## src/rtl/timer_pkg.sv

```systemverilog
// Shared constants and types for the two-digit BCD timer.
// Digit width and the largest legal BCD digit value live here.
package timer_pkg;

  localparam int DIGIT_W = 4;

  typedef logic [DIGIT_W-1:0] bcd_t;

  localparam bcd_t DIGIT_MAX = bcd_t'(9);

  function automatic bcd_t tens_of(input int v);
    return bcd_t'(v / 10);
  endfunction

  function automatic bcd_t ones_of(input int v);
    return bcd_t'(v % 10);
  endfunction

endpackage

```

## src/rtl/timer_bcd_digit.sv

```systemverilog
// One registered BCD digit with increment, clear and terminal value.
// carry is high while the digit sits on its terminal value.
module bcd_digit
  import timer_pkg::*;
(
  input  logic clk,
  input  logic rst_n,
  input  logic inc,
  input  logic clr,
  input  bcd_t term,
  output bcd_t digit,
  output logic carry
);

  bcd_t digit_d;
  bcd_t digit_q;

  // >= keeps the digit in range even if term is ever lowered
  always_comb begin
    digit_d = digit_q;
    if (clr) begin
      digit_d = '0;
    end else if (inc) begin
      if (digit_q >= term) begin
        digit_d = '0;
      end else begin
        digit_d = digit_q + bcd_t'(1);
      end
    end
  end

  always_ff @(posedge clk or negedge rst_n) begin
    if (!rst_n) begin
      digit_q <= '0;
    end else begin
      digit_q <= digit_d;
    end
  end

  assign digit = digit_q;
  assign carry = (digit_q == term);

endmodule

```

## src/rtl/timer.sv

```systemverilog
// Two-digit BCD up-counter wrapping from MAX_COUNT to 00.
// Digits are chained through the ones carry; wrap clears both.
module timer
  import timer_pkg::*;
#(
  parameter int MAX_COUNT = 59
) (
  input  logic               clk_1hz,
  input  logic               rst_n,
  input  logic               en,
  output logic [DIGIT_W-1:0] tens_seg,
  output logic [DIGIT_W-1:0] ones_seg
);

  if (MAX_COUNT < 1 || MAX_COUNT > 99) begin : g_bad_max
    $error("timer: MAX_COUNT out of range 1..99");
  end

  localparam bcd_t MAX_TENS = tens_of(MAX_COUNT);
  localparam bcd_t MAX_ONES = ones_of(MAX_COUNT);

  bcd_t ones;
  bcd_t tens;
  logic ones_carry;
  logic tens_at_max;
  logic tens_inc;
  logic wrap;

  assign tens_inc = en & ones_carry;

  // tens terminal is MAX_TENS, so its carry flags the top tens value
  assign wrap = en & tens_at_max & (ones == MAX_ONES);

  bcd_digit u_ones (
    .clk   (clk_1hz),
    .rst_n (rst_n),
    .inc   (en),
    .clr   (wrap),
    .term  (DIGIT_MAX),
    .digit (ones),
    .carry (ones_carry)
  );

  bcd_digit u_tens (
    .clk   (clk_1hz),
    .rst_n (rst_n),
    .inc   (tens_inc),
    .clr   (wrap),
    .term  (MAX_TENS),
    .digit (tens),
    .carry (tens_at_max)
  );

  assign tens_seg = tens;
  assign ones_seg = ones;

endmodule

```

## config.mk

```make
export PLATFORM = sky130hd
export DESIGN_NAME = timer
export DESIGN_NICKNAME = d
export VERILOG_FILES = /design/src/rtl/timer_pkg.sv /design/src/rtl/timer_bcd_digit.sv /design/src/rtl/timer.sv
export SDC_FILE = /design/constraint.sdc
export NUM_CORES = 1
export LEC_CHECK = 0
export ABC_CLOCK_PERIOD_IN_PS = 1700
export BUFFER_PORTS_ARGS = -buffer_cell sky130_fd_sc_hd__buf_2
export CORE_AREA = 3 3 40 42
export DETAILED_ROUTE_END_ITERATION = 8
export DIE_AREA = 0 0 43 45
export PLACE_DENSITY = 0.62
export SYNTH_ARGS = -nofsm -noshare
export SYNTH_HDL_FRONTEND = slang
export SYNTH_SLANG_ARGS = --single-unit
```

## constraint.sdc

```tcl
create_clock -name clk_1hz -period 1.7 [get_ports clk_1hz]
set_input_delay 0.17 -clock clk_1hz [delete_from_list [all_inputs] [get_ports clk_1hz]]
set_output_delay 0.17 -clock clk_1hz [all_outputs]
set_load 0.02 [all_outputs]
```

# After elaboration in Yosys (flattened, before gate mapping)
# Cells that the tools add are included.
totals:
  reg_bits: 8
  in_bits: 3
  output_inout_bits: 8
  elab_cells: 19
classes:
  add_sub_neg: 2
  n_lt_le_gt_ge: 2
  n_eq_ne: 2
  n_mux: 6
  n_bitwise: 3
  n_reduce_logical: 2
ops:
  columns: ["op", "count"]
  rows:
  - ["$mux 4", 6]
  - ["$add 4x1->4 const B", 2]
  - ["$eq 4x3->1 const B", 1]
  - ["$eq 4x4->1 const B", 1]
  - ["$ge 4x3->1 const B", 1]
  - ["$ge 4x4->1 const B", 1]
  - ["$reduce_bool 2->1", 2]
  - ["$and 1x1->1", 3]

# Logic depth before layout (Yosys ltp)
# Gate-level depths: netlist of run 1.
logic_depth:
  word_depth: 4
  depth_mapped: 5
  ltp_nobuf: 5

# Modules after synthesis
# Synthesis of run 1 repeated with hierarchy kept, for this count alone.
unflattened:
  hier_cells: 75
  area_unflattened_um2: 720.7
modules_own_cells:
  columns: ["mod", "instances", "cells_each", "area_per_inst_um2", "seq_area_each_um2"]
  rows:
  - ["bcd_digit", 2, 35, 342.8, 100.1]
  - ["timer", 1, 5, 35.0, 0.0]

# Least setup slack after synthesis of run 1
# Ideal clock, no wire load.
synth_path:
  path_type: "flip-flop to flip-flop"
  from: "reg u_ones.digit_q[1], in the netlist u_ones.digit[1]"
  to: "reg u_tens.digit_q[0], in the netlist u_tens.digit[0]"
  setup_time_ns: 0.092
  arrival_time_ns: 1.384
  required_time_ns: 1.608
  setup_slack_ns: 0.224
  stages_incl_launch_ff: 6
  path_buffers: 0
  synth_period_minus_slack_ns: 1.476
  cell_sequence: "dfrtp_1 -> inv_1 -> ha_1 -> nand4b_4 -> or2_4 -> o31ai_2"
synth_between:
  elab_chain_len: 3
  elab_cells_between_ends: 5
  classes_between: "1 x eq/ne; 1 x mux; 2 x bitwise; 1 x reduce/logical"
synth_lines:
  columns: ["item", "line_no", "source"]
  rows:
  - ["from (decl)", "timer_bcd_digit.sv:16", "bcd_t digit_q;"]
  - ["from (signal assigned)", "timer_bcd_digit.sv:36", "digit_q <= digit_d;"]
  - ["$eq 4x4->1 *", "timer_bcd_digit.sv:41, timer.sv:32", null]
  - ["$and 1x1->1 (on tied branches)", "timer.sv:32, timer.sv:29", null]
  - ["$mux 4 or $reduce_bool 2->1 (tied branches)", null, null]
  - ["to (signal assigned)", "timer_bcd_digit.sv:36", null]
  - ["to (decl)", "timer_bcd_digit.sv:16", null]
# Mark *: on every way between the ends. The rest lies on a longest branch, timed or not.
# A chain may end at the register's enable or synchronous reset.

# Final worst setup path of run 1
layout_path:
  from: "reg u_ones.digit_q[1], in the netlist u_ones.digit[1]"
  to: "reg u_tens.digit_q[3], in the netlist u_tens.digit[3]"
# Same word-level chain as after synthesis.

==> results of run 1 <==
[stage by stage]
stage / power (mW) / hold WS, ps / cells
global placement: 0.694 / 21.2 / 75
finish: 0.847 / 220 / 79
global route: 0.925 / 219 / 79
CTS: 0.852 / 214 / 79
floorplan: 0.587 / -126 / 50
detailed placement: 0.696 / 20.4 / 75
[cell usage after synthesis, drive strengths merged]
| library cell | number |
|---|---|
| o21ai | 7 |
| nor4b | 1 |
| nor2 | 1 |
| nand2 | 6 |
| nand2b | 1 |
| nor3b | 1 |
| nand4 | 2 |
| a21boi | 1 |
| o31ai | 2 |
| dfrtp | 8 |
| inv | 8 |
| o22ai | 1 |
| or2 | 1 |
| ha | 6 |
| o41ai | 1 |
| a32o | 1 |
| nand4b | 1 |
| nor2b | 1 |
[per-layer routing]
| metal | vias up | track usage, % |
|---|---|---|
| li1 | 202 | - |
| met1 | 181 | 15.5 |
| met2 | 22 | 14.7 |
| met3 | 4 | 5.18 |
| met4 | 0 | 9.04 |
| met5 | - | 0 |
[area by class of cell]
class / count / share of cell area (%)
Timing Repair Buffer: 11 / 10.0
Inverter: 8 / 5.01
Sequential cell: 8 / 33.4
Tap cell: 15 / 3.13
Multi-Input combinational cell: 34 / 44.7
Clock buffer: 3 / 3.76
[power groups by stage]
stage	logic, mW	clock network (mW)	registers [mW]
floorplan	0.206	0	0.381
global route	0.414	0.174	0.338
global placement	0.366	0	0.328
finish	0.368	0.151	0.328
CTS	0.370	0.153	0.328
detailed placement	0.366	0	0.331
[repair_timing]
action,CTS,global route
resized for setup,0,0
hold buffers,1,0
endpoints found under the hold margin,8,0
[path summary, 6_finish.rpt]
path,start,to,cells after the start,slack [ps]
hold reg to reg,u_tens.digit[1]$_DFFE_PN0P_,u_tens.digit[1]$_DFFE_PN0P_,2,540
max in group asynchronous,rst_n,u_tens.digit[1]$_DFFE_PN0P_,2,1250
setup reg to reg,u_ones.digit[1]$_DFFE_PN0P_,u_tens.digit[3]$_DFFE_PN0P_,5,240
min in group asynchronous,rst_n,u_ones.digit[3]$_DFFE_PN0P_,2,280
hold / removal,en,u_ones.digit[1]$_DFFE_PN0P_,2,220
setup / recovery,u_ones.digit[1]$_DFFE_PN0P_,u_tens.digit[3]$_DFFE_PN0P_,5,240
[flip-flops by register name, indices dropped and copies added, names as in the netlist]
signal and count:
u_ones.digit 4, u_tens.digit 4
[logic make-up after synthesis]
kind of cell / after synthesis / synth area share (%)
AOI/OAI and AO/OA: 13 / 18.6
DFF: 8 / 40.2
and+or+nand+nor: 15 / 20.1
adders and majority gates: 6 / 15.1
buffers and inverters: 8 / 6.03
[worst register-to-register path, delay by kind of cell, from the launching register on]
kind / cells / cell delay (ps)
AO/OA/AOI/OAI: 1 / 200
adder cells (fa/ha/maj): 1 / 230
buffers and inverters: 1 / 110
flip-flops: 1 / 410
AND/OR/NAND/NOR: 2 / 420
==> flow_summary.toml, run 1 <==
[cts]
clockBufferDepth = 2
post-cts-setup-buffers = 0
cts-root-buf = "clkbuf_4"
worstSkewPairLatency_ps = 260
cts_max_level = 1
cts_tree = "yes"
path_clk_slew_ps = 60
cts.sinks = 8
numCtsBuffers = 3

[synthesis]
yosysTopAreaCell = "dfrtp_1"
syn_nets = 59
synth_cell_types = 18
synth-seq-cells = 8
synth_top_cells_by_area = "dfrtp_1, ha_1, o21ai_0"
synth_top_area_share_pct = 40.2
postSynthCellCount = 50
syn_area_per_cell_um2 = 9.96
seq_area_frac_synth_pct = 40.2
netlist_area_um2 = 498
ys_warn_count = 0

[layout]
multi_input_area_um2 = 268
diodes = 0
fin_util_pct = 46.6
final_common_cell = "buf_2"
final_layout_size_suffix_gt1_share_pct = 26.6
n_fill_cell = 129
nNetsFinal = 75
areaGrowthSynthToFinish_pct = 20.4
regArea_um2 = 200
fin_area_um2 = 599
final_cell_mix = "buf_2, inv_1, dfrtp_1"

[timing]
finalSetupViolCount = 0
fin_crit_ps = 1460
max_freq_mhz = 684
fin_skew_ps = 0.489
setup_tns_ps = 0
finalHoldViolations = 0
rsz0062_at_grt = "no"
worstMarginPinSlew_ps = 377
slew_headroom_pct = 74.7
final.period_utilization_pct = 86.0
drv_slew = 0
setup_ws_ps = 239

[worst_setup_path]
path_buf_inv = 1
cp_top_family = "simple AND/OR/NAND/NOR gates"
crit_required_ps = 1870
cp-start-kind = "flip-flop"
worst_path_largest_cell_delay_ps = 410
cp_max_fo = 6
crit_path_end_kind = "flip-flop"
critPathKind = "reg -> reg"
crit_arrival_ps = 1630
slowest_stage = "dfrtp_1"
crit_chain = "inv_1 > ha_1 > nand4b_4 > or2_4 > o31ai_2"

[placement]
gp_congestion = 0.766
postPlaceCellArea_um2 = 567
pre_cts_slack_ps = 264
io_buffer_count = 10
dp_hpwl_um = 705

[pwr]
p_comb_share_pct = 43.4
p_sw_share_pct = 43.6
p_leak_nw = 0.305
p_int_mw = 0.478
pwr-share-clk_pct = 17.8
ir_drop_v = 0.000479
p_per_area_nw_per_um2 = 1410
pwr-share-seq_pct = 38.8
switching_power_mw = 0.369

[detailed_routing]
top_layer_used = "met4"
viasPerCell = 5.18
vias = 409
met2WireLength_um = 367
wl_per_cell_um = 12.1
drtAntennaViolNets = 0
post-route-drc-count = 0
drt_iter0_drc = 23
drt-met1-wl_um = 467
drt-pass1-iter-count = 4
routed_wl_um = 954
wl_met3_um = 85

[floorplan]
start_util_pct = 38.8
die_area_um2 = 1940
core-area_um2 = 1280
die_x_um = 43
ios = 11
die_h_um = 45
num_rows = 13

[flow_run]
drv_cap = 0

[grt]
grt_use_total_pct = 11.7
grt_max_degree = 9
grt_pass1_vias = 354
grt_pass1_wl_mm = 1.58
antenna_found_initial = 0
grt.overflow.total = 0

[worst_hold_path]
hold_path_class = "in -> reg"

[status]
outcome = "complete, no violations"
No activity file was read; power rests on OpenSTA's default activity.
==> run 2, diff against run 1 <==
Settings changed: CAP_MARGIN set to 20, PLACE_DENSITY 0.62 to not set.
==> flow_summary.toml, run 2 (same netlist as run 1, synthesis figures left out) <==
[grt]
grt_use_total_pct = 10.9
grt_pass1_wl_mm = 1.52
grt_max_degree = 9
antenna_found_initial = 0
grt.overflow.total = 0
grt_pass1_vias = 352

[status]
outcome = "complete, no violations"

[cts]
cts_max_level = 1
worstSkewPairLatency_ps = 250
cts-root-buf = "clkbuf_4"
post-cts-setup-buffers = 0
cts.sinks = 8
numCtsBuffers = 3
cts_tree = "yes"
clockBufferDepth = 2
path_clk_slew_ps = 50

[worst_setup_path]
crit_required_ps = 1860
r2r_setup_slack_ps = 240
worstReg2RegEnd = "u_tens.digit[3]$_DFFE_PN0P_"
cp-start-kind = "flip-flop"
r2r-start = "u_ones.digit[1]$_DFFE_PN0P_"
worst_path_largest_cell_delay_ps = 400
critPathKind = "reg -> reg"
crit_arrival_ps = 1610
slowest_stage = "dfrtp_1"
crit_path_end_kind = "flip-flop"
reg2regPathDepth = 5
cp_max_fo = 6
crit_chain = "inv_1 > ha_1 > nand4b_4 > or2_4 > o31ai_2"

[timing]
final.period_utilization_pct = 85.6
drv_slew = 0
max_freq_mhz = 687
fin_skew_ps = 1.51
slew_headroom_pct = 77.3
finalHoldViolations = 0
fin_crit_ps = 1460
rsz0062_at_grt = "no"
worstMarginPinSlew_ps = 338
setup_tns_ps = 0
finalSetupViolCount = 0

[floorplan]
num_rows = 13
core-area_um2 = 1280
die_x_um = 43
ios = 11
start_util_pct = 38.8
die_h_um = 45
die_area_um2 = 1940

[detailed_routing]
wl_per_cell_um = 11.8
viasPerCell = 5.13
vias = 405
post-route-drc-count = 0
drt_iter0_drc = 8
drt-pass1-iter-count = 4
drtAntennaViolNets = 0
routed_wl_um = 932

[pwr]
p_leak_nw = 0.305
p_per_area_nw_per_um2 = 1390
ir_drop_v = 0.000648

[layout]
diodes = 0
fin_area_um2 = 599
areaGrowthSynthToFinish_pct = 20.4
final_cell_mix = "buf_2, inv_1, dfrtp_1"
final_layout_size_suffix_gt1_share_pct = 26.6
final_common_cell = "buf_2"
instances_no_fill = 79
nNetsFinal = 75

[worst_hold_path]
hold_path_class = "in -> reg"
whs_endpoint = "u_ones.digit[1]$_DFFE_PN0P_"
hold_start = "en"
whs_path_depth = 2

[placement]
gp_congestion = 0.805
io_buffer_count = 10
postPlaceCellArea_um2 = 567
dp_hpwl_um = 746
dp_cells = 75

[flow_run]
drv_cap = 0
-- run 2: cell counts in the layout (fill, tap and decap cells not counted) --
Identical to the previous run, type by type.
-- run 2: through the flow --
step,utilization [%],power [mW],hold WS (ps),setup slack (ps)
after global placement,44.1,0.700,21.2,281
after floorplan,-,0.587,-126,224
after CTS,46.6,0.849,219,229
after global routing,46.6,0.919,226,123
after detailed placement,44.1,0.703,21.5,239
final,46.6,0.833,228,244
-- run 2: worst max path at each step --
stage	start	to	slack, ps	cells past startpoint
2_1_floorplan	u_ones.digit[1]$_DFFE_PN0P_	u_tens.digit[0]$_DFFE_PN0P_	220	5
3_3_place_gp	u_ones.digit[1]$_DFFE_PN0P_	u_tens.digit[0]$_DFFE_PN0P_	280	5
3_5_place_dp	u_ones.digit[1]$_DFFE_PN0P_	u_tens.digit[0]$_DFFE_PN0P_	240	5
4_1_cts	u_ones.digit[1]$_DFFE_PN0P_	u_tens.digit[0]$_DFFE_PN0P_	230	5
5_1_grt	u_ones.digit[1]$_DFFE_PN0P_	u_tens.digit[0]$_DFFE_PN0P_	120	5
6_report	u_ones.digit[1]$_DFFE_PN0P_	u_tens.digit[3]$_DFFE_PN0P_	240	5
-- run 2: per-layer routing --
metal  track usage (%)  vias to the layer above  wire length (um)
met1              14.3                      187               473
met3              7.17                        2                63
li1                  -                      206                 -
met4              1.81                        0                 2
met5                 0                        -                 0
met2              15.3                       10               392
-- run 2: final cells by class --
type,instances,area [um^2]
Sequential cell,8,200
Timing Repair Buffer,11,60.1
Tap cell,15,18.8
Clock buffer,3,22.5
Fill cell,124,686
Inverter,8,30.0
Multi-Input combinational cell,34,268
-- run 2: critical path: cells and delay by family (launching register included) --
kind | cells | cell delay, ps
adders and majority gates | 1 | 230
DFF | 1 | 400
buffers and inverters | 1 | 100
and+or+nand+nor | 2 | 420
AOI/OAI and AO/OA | 1 | 210
-- run 2: power by group --
| group | total, mW | switching (mW) | internal (mW) |
|---|---|---|---|
| Clock | 0.137 | 0.0564 | 0.0802 |
| Combinational | 0.371 | 0.216 | 0.155 |
| Sequential | 0.326 | 0.0820 | 0.244 |
| Total | 0.833 | 0.354 | 0.479 |
-- run 2: timing repair --
item,CTS,global route
resized for setup,0,0
hold endpoints to repair,8,0
hold buffers,1,0
